===== config.mk =====
export PLATFORM = sky130hd
export DESIGN_NAME = spi_xfer_sequencer
export DESIGN_NICKNAME = d
export VERILOG_FILES = /design/src/rtl/spi_xfer_sequencer.sv
export SDC_FILE = /design/constraint.sdc
export NUM_CORES = 1
export LEC_CHECK = 0
export ABC_AREA = 1
export BUFFER_PORTS_ARGS = -buffer_cell sky130_fd_sc_hd__buf_2
export CAP_MARGIN = 20
export CORE_MARGIN = 3
export CORE_UTILIZATION = 60
export CTS_BUF_LIST = sky130_fd_sc_hd__clkbuf_2
export DETAILED_ROUTE_END_ITERATION = 12
export PLACE_DENSITY = 0.82
export SLEW_MARGIN = 20
export SYNTH_ARGS = -nofsm -noshare
export SYNTH_HDL_FRONTEND = slang
export SYNTH_SLANG_ARGS = --single-unit
export TNS_END_PERCENT = 5

===== constraint.sdc =====
create_clock -name PCLK -period 2.8 [get_ports PCLK]
set_clock_uncertainty 0.2 [all_clocks]
set_input_delay 0 -clock PCLK [delete_from_list [all_inputs] [get_ports PCLK]]
set_output_delay 0 -clock PCLK [all_outputs]
set_load 0.1 [all_outputs]

===== src/rtl/spi_xfer_sequencer.sv =====
// rtl/spi_xfer_sequencer.sv - byte-transfer sequencer between TX/RX FIFOs and an SPI master
module spi_xfer_sequencer #(
    parameter int DEPTH   = 4,
    parameter int TIMEOUT = 255
) (
    input  logic                   PCLK,
    input  logic                   PRESET,
    input  logic                   SEQ_EN,
    input  logic                   TX_WR_EN,
    input  logic [7:0]             TX_WDATA,
    input  logic                   RX_RD_EN,
    output logic [7:0]             RX_RDATA,
    output logic                   TX_FULL,
    output logic                   TX_EMPTY,
    output logic                   RX_FULL,
    output logic                   RX_EMPTY,
    output logic [$clog2(DEPTH):0] TX_LEVEL,
    output logic [$clog2(DEPTH):0] RX_LEVEL,
    output logic [2:0]             ERR,
    input  logic [2:0]             ERR_CLR,
    output logic [7:0]             SPI_DATA,
    output logic                   SPI_SEL_DATA,
    output logic                   SPI_SEL_CMD,
    input  logic                   SPI_RX_PULSE,
    input  logic [7:0]             SPI_RX_DATA,
    output logic                   BUSY
);
    localparam int AW = $clog2(DEPTH);
    localparam logic [AW:0] FULL_LVL = (AW+1)'(DEPTH);
    localparam logic [7:0]  TMO_LAST = 8'(TIMEOUT - 1);

    typedef enum logic [2:0] {S_IDLE, S_LOAD, S_START, S_WAIT, S_CAPTURE} state_t;

    state_t        state_q, state_d;
    logic [7:0]    tx_mem_q [DEPTH];
    logic [7:0]    rx_mem_q [DEPTH];
    logic [AW-1:0] tx_wr_q, tx_rd_q, rx_wr_q, rx_rd_q;
    logic [AW:0]   tx_lvl_q, rx_lvl_q;
    logic [7:0]    spi_data_q, wait_cnt_q, wait_cnt_d;
    logic [2:0]    err_q, err_set;
    logic          tx_push, tx_pop, rx_push, rx_pop;

    assign TX_FULL  = (tx_lvl_q == FULL_LVL);
    assign TX_EMPTY = (tx_lvl_q == '0);
    assign RX_FULL  = (rx_lvl_q == FULL_LVL);
    assign RX_EMPTY = (rx_lvl_q == '0);
    assign TX_LEVEL = tx_lvl_q;
    assign RX_LEVEL = rx_lvl_q;
    assign ERR      = err_q;
    assign BUSY     = (state_q != S_IDLE);

    // Fullness is judged on registered levels, so a push at full is dropped even when LOAD pops.
    assign tx_push = TX_WR_EN && !TX_FULL;
    assign tx_pop  = (state_q == S_LOAD);
    assign rx_push = (state_q == S_CAPTURE);
    assign rx_pop  = RX_RD_EN && !RX_EMPTY;

    assign SPI_SEL_DATA = (state_q == S_LOAD);
    assign SPI_SEL_CMD  = (state_q == S_START);
    assign SPI_DATA     = (state_q == S_LOAD) ? tx_mem_q[tx_rd_q] : spi_data_q;
    assign RX_RDATA     = RX_EMPTY ? 8'h00 : rx_mem_q[rx_rd_q];

    always_comb begin
        state_d    = state_q;
        wait_cnt_d = wait_cnt_q;
        err_set    = 3'b000;
        err_set[0] = TX_WR_EN && TX_FULL;
        err_set[1] = RX_RD_EN && RX_EMPTY;
        case (state_q)
            S_IDLE:    if (SEQ_EN && !TX_EMPTY && !RX_FULL) state_d = S_LOAD;
            S_LOAD:    state_d = S_START;
            S_START: begin
                wait_cnt_d = 8'd0;
                state_d    = S_WAIT;
            end
            S_WAIT: begin
                wait_cnt_d = wait_cnt_q + 8'd1;
                if (SPI_RX_PULSE) begin
                    state_d = S_CAPTURE;
                end else if (wait_cnt_q == TMO_LAST) begin
                    err_set[2] = 1'b1;
                    state_d    = S_IDLE;
                end
            end
            S_CAPTURE: state_d = S_IDLE;
            default:   state_d = S_IDLE;
        endcase
    end

    always_ff @(posedge PCLK) begin
        if (PRESET) begin
            state_q    <= S_IDLE;
            tx_wr_q    <= '0;
            tx_rd_q    <= '0;
            rx_wr_q    <= '0;
            rx_rd_q    <= '0;
            tx_lvl_q   <= '0;
            rx_lvl_q   <= '0;
            spi_data_q <= 8'h00;
            wait_cnt_q <= 8'd0;
            err_q      <= 3'b000;
        end else begin
            state_q    <= state_d;
            wait_cnt_q <= wait_cnt_d;
            err_q      <= (err_q & ~ERR_CLR) | err_set;
            if (tx_push) tx_wr_q <= tx_wr_q + 1'b1;
            if (tx_pop) begin
                tx_rd_q    <= tx_rd_q + 1'b1;
                spi_data_q <= tx_mem_q[tx_rd_q];
            end
            if (rx_push) rx_wr_q <= rx_wr_q + 1'b1;
            if (rx_pop)  rx_rd_q <= rx_rd_q + 1'b1;
            tx_lvl_q <= tx_lvl_q + (AW+1)'(tx_push) - (AW+1)'(tx_pop);
            rx_lvl_q <= rx_lvl_q + (AW+1)'(rx_push) - (AW+1)'(rx_pop);
        end
    end

    always_ff @(posedge PCLK) begin
        if (tx_push) tx_mem_q[tx_wr_q] <= TX_WDATA;
        if (rx_push) rx_mem_q[rx_wr_q] <= SPI_RX_DATA;
    end
endmodule


# ---- Yosys cells after proc, flatten, opt, wreduce, memory -nomap -nowiden
# Memory sizes are Yosys's and may differ from the RTL's. A register that Yosys moved wholly into a read port is not among the register bits.
# Index checks and enable logic that the tools add are counted.
dict set report word_totals {
  reg_bits 36
  latch_bits 0
  ramBits 64
  rom_bits 0
  input_bits 25
  word_cells 67
  mem_count 2
}
# memory words word_bits read_ports rd_clocked_by_memory_dff wr line_no
set memory_table {}
lappend memory_table {rx_mem_q 4 8 1 1 1 36} ;# logic [7:0] rx_mem_q [DEPTH];
lappend memory_table {tx_mem_q 4 8 1 1 1 35} ;# logic [7:0] tx_mem_q [DEPTH];
dict set report op_classes {
  addsub 9
  multipliers 0
  div 0
  n_lt_le_gt_ge 0
  n_eq_ne 9
  shifts 0
  mux 18
  bitwise_logic 3
  n_reduce_logical 16
}
# op count
set ops {}
lappend ops {{8-bit two-way mux} 2}
lappend ops {{8-bit case mux with 2 select lines} 1}
lappend ops {{3-bit case mux with 4 select lines} 1}
lappend ops {{3-bit == test, second input constant} 3}
lappend ops {{3-bit zero test} 3}
lappend ops {{3-bit two-way mux} 3}
lappend ops {{2-bit by 1-bit adder with 2-bit output, second input constant} 4}
lappend ops {{8-bit by 1-bit adder with 8-bit output, second input constant} 1}
lappend ops {{8-bit == test, second input constant} 1}
lappend ops {{2-bit two-way mux} 4}
lappend ops {{1-bit two-way mux} 7}
lappend ops {{3-bit by 1-bit adder with 3-bit output} 2}
lappend ops {{3-bit by 2-bit == test with 1-bit output, second input constant} 2}
lappend ops {{1-bit logical AND} 6}
lappend ops {{3-bit by 1-bit subtractor with 3-bit output} 2}
lappend ops {{1-bit zero test} 4}
lappend ops {{3-bit bitwise AND} 1}
lappend ops {{3-bit by 1-bit == test with 1-bit output, second input constant} 1}
lappend ops {{3-bit != test, second input constant} 1}
lappend ops {{3-bit inverter} 1}
lappend ops {{3-bit OR} 1}
lappend ops {{3-bit nonzero test} 1}
lappend ops {{2-bit != test, second input constant} 1}
lappend ops {{2-bit AND reduction} 1}
lappend ops {{2-bit nonzero test} 1}

# ---- Logic depth before layout (Yosys ltp)
dict set report logic_depth {
  depth_word 6
  mapped_depth 9
  ltp_nobuf 9
}

# ---- Least setup slack after synthesis
# Ideal clock, no wire load.
dict set report synth_path {
  path_kind {register to output}
  startpoint {register rx_lvl_q[2], in the netlist RX_LEVEL[2]}
  endpoint {output RX_RDATA[0]}
  arrival_ns 2.929
  required_time_ns 2.600
  setup_slack_ns -0.329
  path_stages_with_launch 4
  path_cell_list {dfxtp_1 nor3_2 buf_4 a21oi_1}
}
dict set report synth_between {
  elab_chain_cells 2
}
# element line_no
set synth_lines {}
lappend synth_lines {{from (decl)} 38} ;# logic [AW:0] tx_lvl_q, rx_lvl_q;
lappend synth_lines {{from (signal assigned)} 114} ;# rx_lvl_q <= rx_lvl_q + (AW+1)'(rx_push) - (AW+1)'(rx_pop);
lappend synth_lines {{3-bit zero test} 46} ;# assign RX_EMPTY = (rx_lvl_q == '0);
lappend synth_lines {{net RX_EMPTY} 16} ;# output logic RX_EMPTY,
lappend synth_lines {{8-bit two-way mux} 61} ;# assign RX_RDATA = RX_EMPTY ? 8'h00 : rx_mem_q[rx_rd_q];
lappend synth_lines {{to (decl)} 12} ;# output logic [7:0] RX_RDATA,
# The timed path passes the listed nets, and every way through them passes these cells.

==> metrics.txt <==
# TYPE chip_impl_metric gauge
chip_impl_info{name="status",value="completed"} 1
chip_impl_metric{name="max_slew.worst_pin.slew",unit="ps"} 792
chip_impl_metric{name="drive_above_1_share",unit=""} 0.196
chip_impl_info{name="worstReg2RegStart",value="state_q[1]"} 1
chip_impl_metric{name="first_global_vias",unit=""} 3216
chip_impl_metric{name="detail_route.vias_per_cell",unit=""} 5.04
chip_impl_metric{name="clkLatencyLatePin",unit="ps"} 570
chip_impl_metric{name="reg2regPathDepth",unit=""} 9
chip_impl_metric{name="crit_cells",unit=""} 7
chip_impl_metric{name="initial_utilization",unit=""} 0.637
chip_impl_metric{name="core_area",unit="µm²"} 6980
chip_impl_info{name="setup_repair_after_global_routing_missed_its_margin",value="false"} 1
chip_impl_metric{name="syn2layout_area_growth",unit="%"} 20.8
chip_impl_metric{name="globalRoute.totalOverflow",unit=""} 0
chip_impl_metric{name="synthesis.yosys.warnings",unit=""} 0
chip_impl_info{name="clock-root-buffer",value="sky130_fd_sc_hd__clkbuf_2"} 1
chip_impl_metric{name="worst-endpoint-arrival",unit="ps"} 2320
chip_impl_metric{name="finalSetupTns",unit="ps"} 0
chip_impl_metric{name="drt-initial-drc-count",unit=""} 150
chip_impl_metric{name="fin_ws",unit="ps"} 282
chip_impl_info{name="netlist_top_cells_area",value="sky130_fd_sc_hd__edfxtp_1 43%, sky130_fd_sc_hd__dfxtp_1 18%, sky130_fd_sc_hd__nor2_1 8.4%"} 1
chip_impl_metric{name="cts_made_buffers",unit=""} 9
chip_impl_metric{name="synth-seq-cells",unit=""} 104
chip_impl_metric{name="synthesis.instances",unit=""} 445
chip_impl_metric{name="num_antenna_cells",unit=""} 0
chip_impl_info{name="crit_chain",value="inv_1 > nor2_1 > o21ai_1 > nand2_1 > nand2_1 > nand2_1 > buf_2"} 1
chip_impl_info{name="critical_path.endpoint",value="SPI_DATA[7]"} 1
chip_impl_metric{name="synth_top_area_share",unit=""} 0.432
chip_impl_metric{name="path_clk_slew",unit="ps"} 290
chip_impl_info{name="min-delay-path-class",value="in2reg"} 1
chip_impl_info{name="ys_top_cells_by_count",value="100 x sky130_fd_sc_hd__nor2_1, 64 x sky130_fd_sc_hd__edfxtp_1, 51 x sky130_fd_sc_hd__nand2_1"} 1
chip_impl_metric{name="die_w",unit="µm"} 92.1
chip_impl_metric{name="route.vias.total",unit=""} 3283
chip_impl_metric{name="wire_per_inst",unit="µm"} 13.6
chip_impl_metric{name="final_nets",unit=""} 591
chip_impl_metric{name="syn_area_per_cell",unit="µm²"} 10.0
chip_impl_info{name="synthMostInstantiatedCell",value="sky130_fd_sc_hd__nor2_1"} 1
chip_impl_metric{name="synth_edf_count",unit=""} 64
chip_impl_metric{name="drtPass1Iterations",unit=""} 5
chip_impl_metric{name="finalWeightedCongestion",unit=""} 0.839
chip_impl_metric{name="grt_max_degree",unit=""} 25
chip_impl_metric{name="grt_antenna_before_repair",unit=""} 0
chip_impl_metric{name="timing_hold_violations_final",unit=""} 0
chip_impl_metric{name="crit_required",unit="ps"} 2600
chip_impl_metric{name="cp_slowest_stage_delay",unit="ps"} 590
chip_impl_info{name="critical-path-slowest-cell",value="sky130_fd_sc_hd__dfxtp_1"} 1
chip_impl_metric{name="std_cell_rows",unit=""} 30
chip_impl_metric{name="dieHeight",unit="µm"} 92.1
chip_impl_metric{name="io_buffer_count",unit=""} 56
chip_impl_metric{name="global_route_wire_length_before_repair",unit="µm"} 14600
chip_impl_info{name="netlist.top_cell.by_area",value="sky130_fd_sc_hd__edfxtp_1"} 1
chip_impl_metric{name="finalCritPeriodShare",unit=""} 0.899
chip_impl_info{name="r2r-end",value="TX_LEVEL[2]"} 1
chip_impl_info{name="path_delay_family",value="buffers and inverters"} 1
chip_impl_metric{name="irDropWorstVdd",unit="µV"} 710
chip_impl_metric{name="max-slew-margin-rel",unit=""} 0.470
chip_impl_metric{name="timing.final.setup_violations",unit=""} 0
chip_impl_metric{name="pre_cts_ws",unit="ps"} 430
chip_impl_info{name="synth-main-ff-cell",value="sky130_fd_sc_hd__edfxtp_1"} 1
chip_impl_metric{name="slew_viol_final",unit=""} 0
chip_impl_metric{name="drc_errors",unit=""} 0
chip_impl_metric{name="synth_cell_types",unit=""} 34
chip_impl_metric{name="dp_hpwl",unit="µm"} 5620
chip_impl_metric{name="cts_max_level",unit=""} 3
chip_impl_metric{name="worst-path-max-fanout",unit=""} 9
chip_impl_metric{name="drv.max_cap_violation_count",unit=""} 0
chip_impl_metric{name="register_area_share_after_synthesis",unit=""} 0.612
chip_impl_metric{name="ys_async_sr_fraction",unit=""} 0
chip_impl_metric{name="die_ar",unit="µm²"} 8480
chip_impl_metric{name="cp_num_buf_inv",unit=""} 2
chip_impl_metric{name="setup.reg_to_reg.worst_slack",unit="ps"} 450
chip_impl_metric{name="final_util",unit=""} 0.770
chip_impl_info{name="tritoncts",value="done"} 1
chip_impl_metric{name="cellPowerDensity",unit="nW/µm²"} 1040
chip_impl_metric{name="route.antenna.remaining_nets",unit=""} 0
chip_impl_metric{name="clock_path_buffers",unit=""} 2
chip_impl_info{name="cp-end-kind",value="output port"} 1
chip_impl_metric{name="synthesis.nets",unit=""} 486
chip_impl_metric{name="io_pins",unit=""} 57
chip_impl_info{name="crit_path_frequent_cell",value="sky130_fd_sc_hd__nand2_1"} 1
chip_impl_info{name="crit_type",value="reg2out"} 1
chip_impl_metric{name="clock-sinks",unit=""} 104
chip_impl_metric{name="syn_area",unit="µm²"} 4450
chip_impl_info{name="startpoint_type",value="flip-flop"} 1
chip_impl_metric{name="finalCriticalPeriod",unit="ps"} 2520
chip_impl_metric{name="grtUsageTotal",unit=""} 0.219
chip_impl_metric{name="achievable-frequency",unit="GHz"} 0.397
chip_impl_metric{name="p_leak",unit="nW"} 2.23
chip_impl_metric{name="drt-total-wl",unit="µm"} 8840
-- layout make-up --
| class | count | area [µm²] |
|---|---|---|
| clock buffer | 9 | 45.0 |
| clock inverter | 7 | 63.8 |
| fill | 471 | 1610 |
| inverter | 53 | 200 |
| multi-input combinational | 275 | 1440 |
| sequential | 104 | 2720 |
| tap | 96 | 120 |
| timing repair buffer | 107 | 783 |
-- cell families (layout without fill, tap and decap cells) --
group                      Yosys count  after routing  synth area share
buffers and inverters               66            176            0.0650
AOI/OAI and AO/OA                   79             79            0.0979
and+or+nand+nor                    175            175             0.167
xor gates and xnor gates             5              5           0.00984
DFF                                104            104             0.612
adders and majority gates           16             16            0.0484
-- layer usage --
| layer | wire (µm) | share of wire | global-route usage |
|---|---|---|---|
| met1 | 3760 | 0.43 | 0.261 |
| met2 | 4540 | 0.51 | 0.401 |
| met3 | 402 | 0.045 | 0.0271 |
| met5 | 0 | 0 | 0 |
| met4 | 130 | 0.015 | 0.0842 |
-- power breakdown --
| group | switching [mW] | internal [mW] |
|---|---|---|
| sequential | 0.160 | 1.80 |
| combinational | 2.42 | 0.550 |
| clock | 0.538 | 0.142 |
| total | 3.11 | 2.49 |
-- cells in the final DEF (no fill, tap or decap), drive strengths merged, types with 14 or more instances in the layout --
cell type	count
dfxtp	40
a21oi	31
edfxtp	64
nand2	56
inv	56
nor2	104
ha	14
buf	59
o21ai	44
dlygate4sd3	48
-- worst register-to-register path, stage by stage (launching register included) --
cell and delay [ps]:
sky130_fd_sc_hd__dfxtp_1 510, sky130_fd_sc_hd__inv_2 90, sky130_fd_sc_hd__nand3_2 220, sky130_fd_sc_hd__inv_2 160, sky130_fd_sc_hd__ha_1 300, sky130_fd_sc_hd__inv_1 40, sky130_fd_sc_hd__ha_1 180, sky130_fd_sc_hd__fa_1 370
sky130_fd_sc_hd__xor2_1 170, sky130_fd_sc_hd__nor2_1 50
-- metrics by stage --
stage	hold WS, ps	std cells	cell area [µm²]	power [mW]
2_1_floorplan	-138	445	4450	4.47
3_3_place_gp	10.1	587	4780	4.85
3_5_place_dp	16.2	587	4780	4.90
4_1_cts	98.9	651	5370	5.62
5_1_grt	139	651	5370	5.87
6_report	122	651	5370	5.61
-- state kept, by name, summed over array words and instances, names as in the netlist, named ones only --
signal      flops
ERR             3
RX_LEVEL        3
TX_LEVEL        3
rx_mem_q       32
rx_rd_q         2
rx_wr_q         2
spi_data_q      8
state_q         3
tx_mem_q       32
tx_rd_q         2
tx_wr_q         2
wait_cnt_q      8
-- worst min-delay path by stage --
stage | start | endpoint | cells after the start
floorplan | PRESET | spi_data_q[7] | 1
global placement | TX_WDATA[7] | tx_mem_q[2][7] | 1
detailed placement | TX_WDATA[1] | tx_mem_q[0][1] | 1
CTS | SPI_RX_PULSE | state_q[1] | 5
global route | TX_WR_EN | tx_wr_q[1] | 4
finish | TX_WR_EN | tx_wr_q[1] | 4
-- repair_timing --
item | 4_1_cts | 5_1_grt
resized for setup | 0 | 1
endpoints found under the setup margin | 0 | 1
endpoints found under the hold margin | 124 | 0
buffers inserted | 0 | 0
hold buffers | 48 | 0
Power figures use the tool's default switching activity.
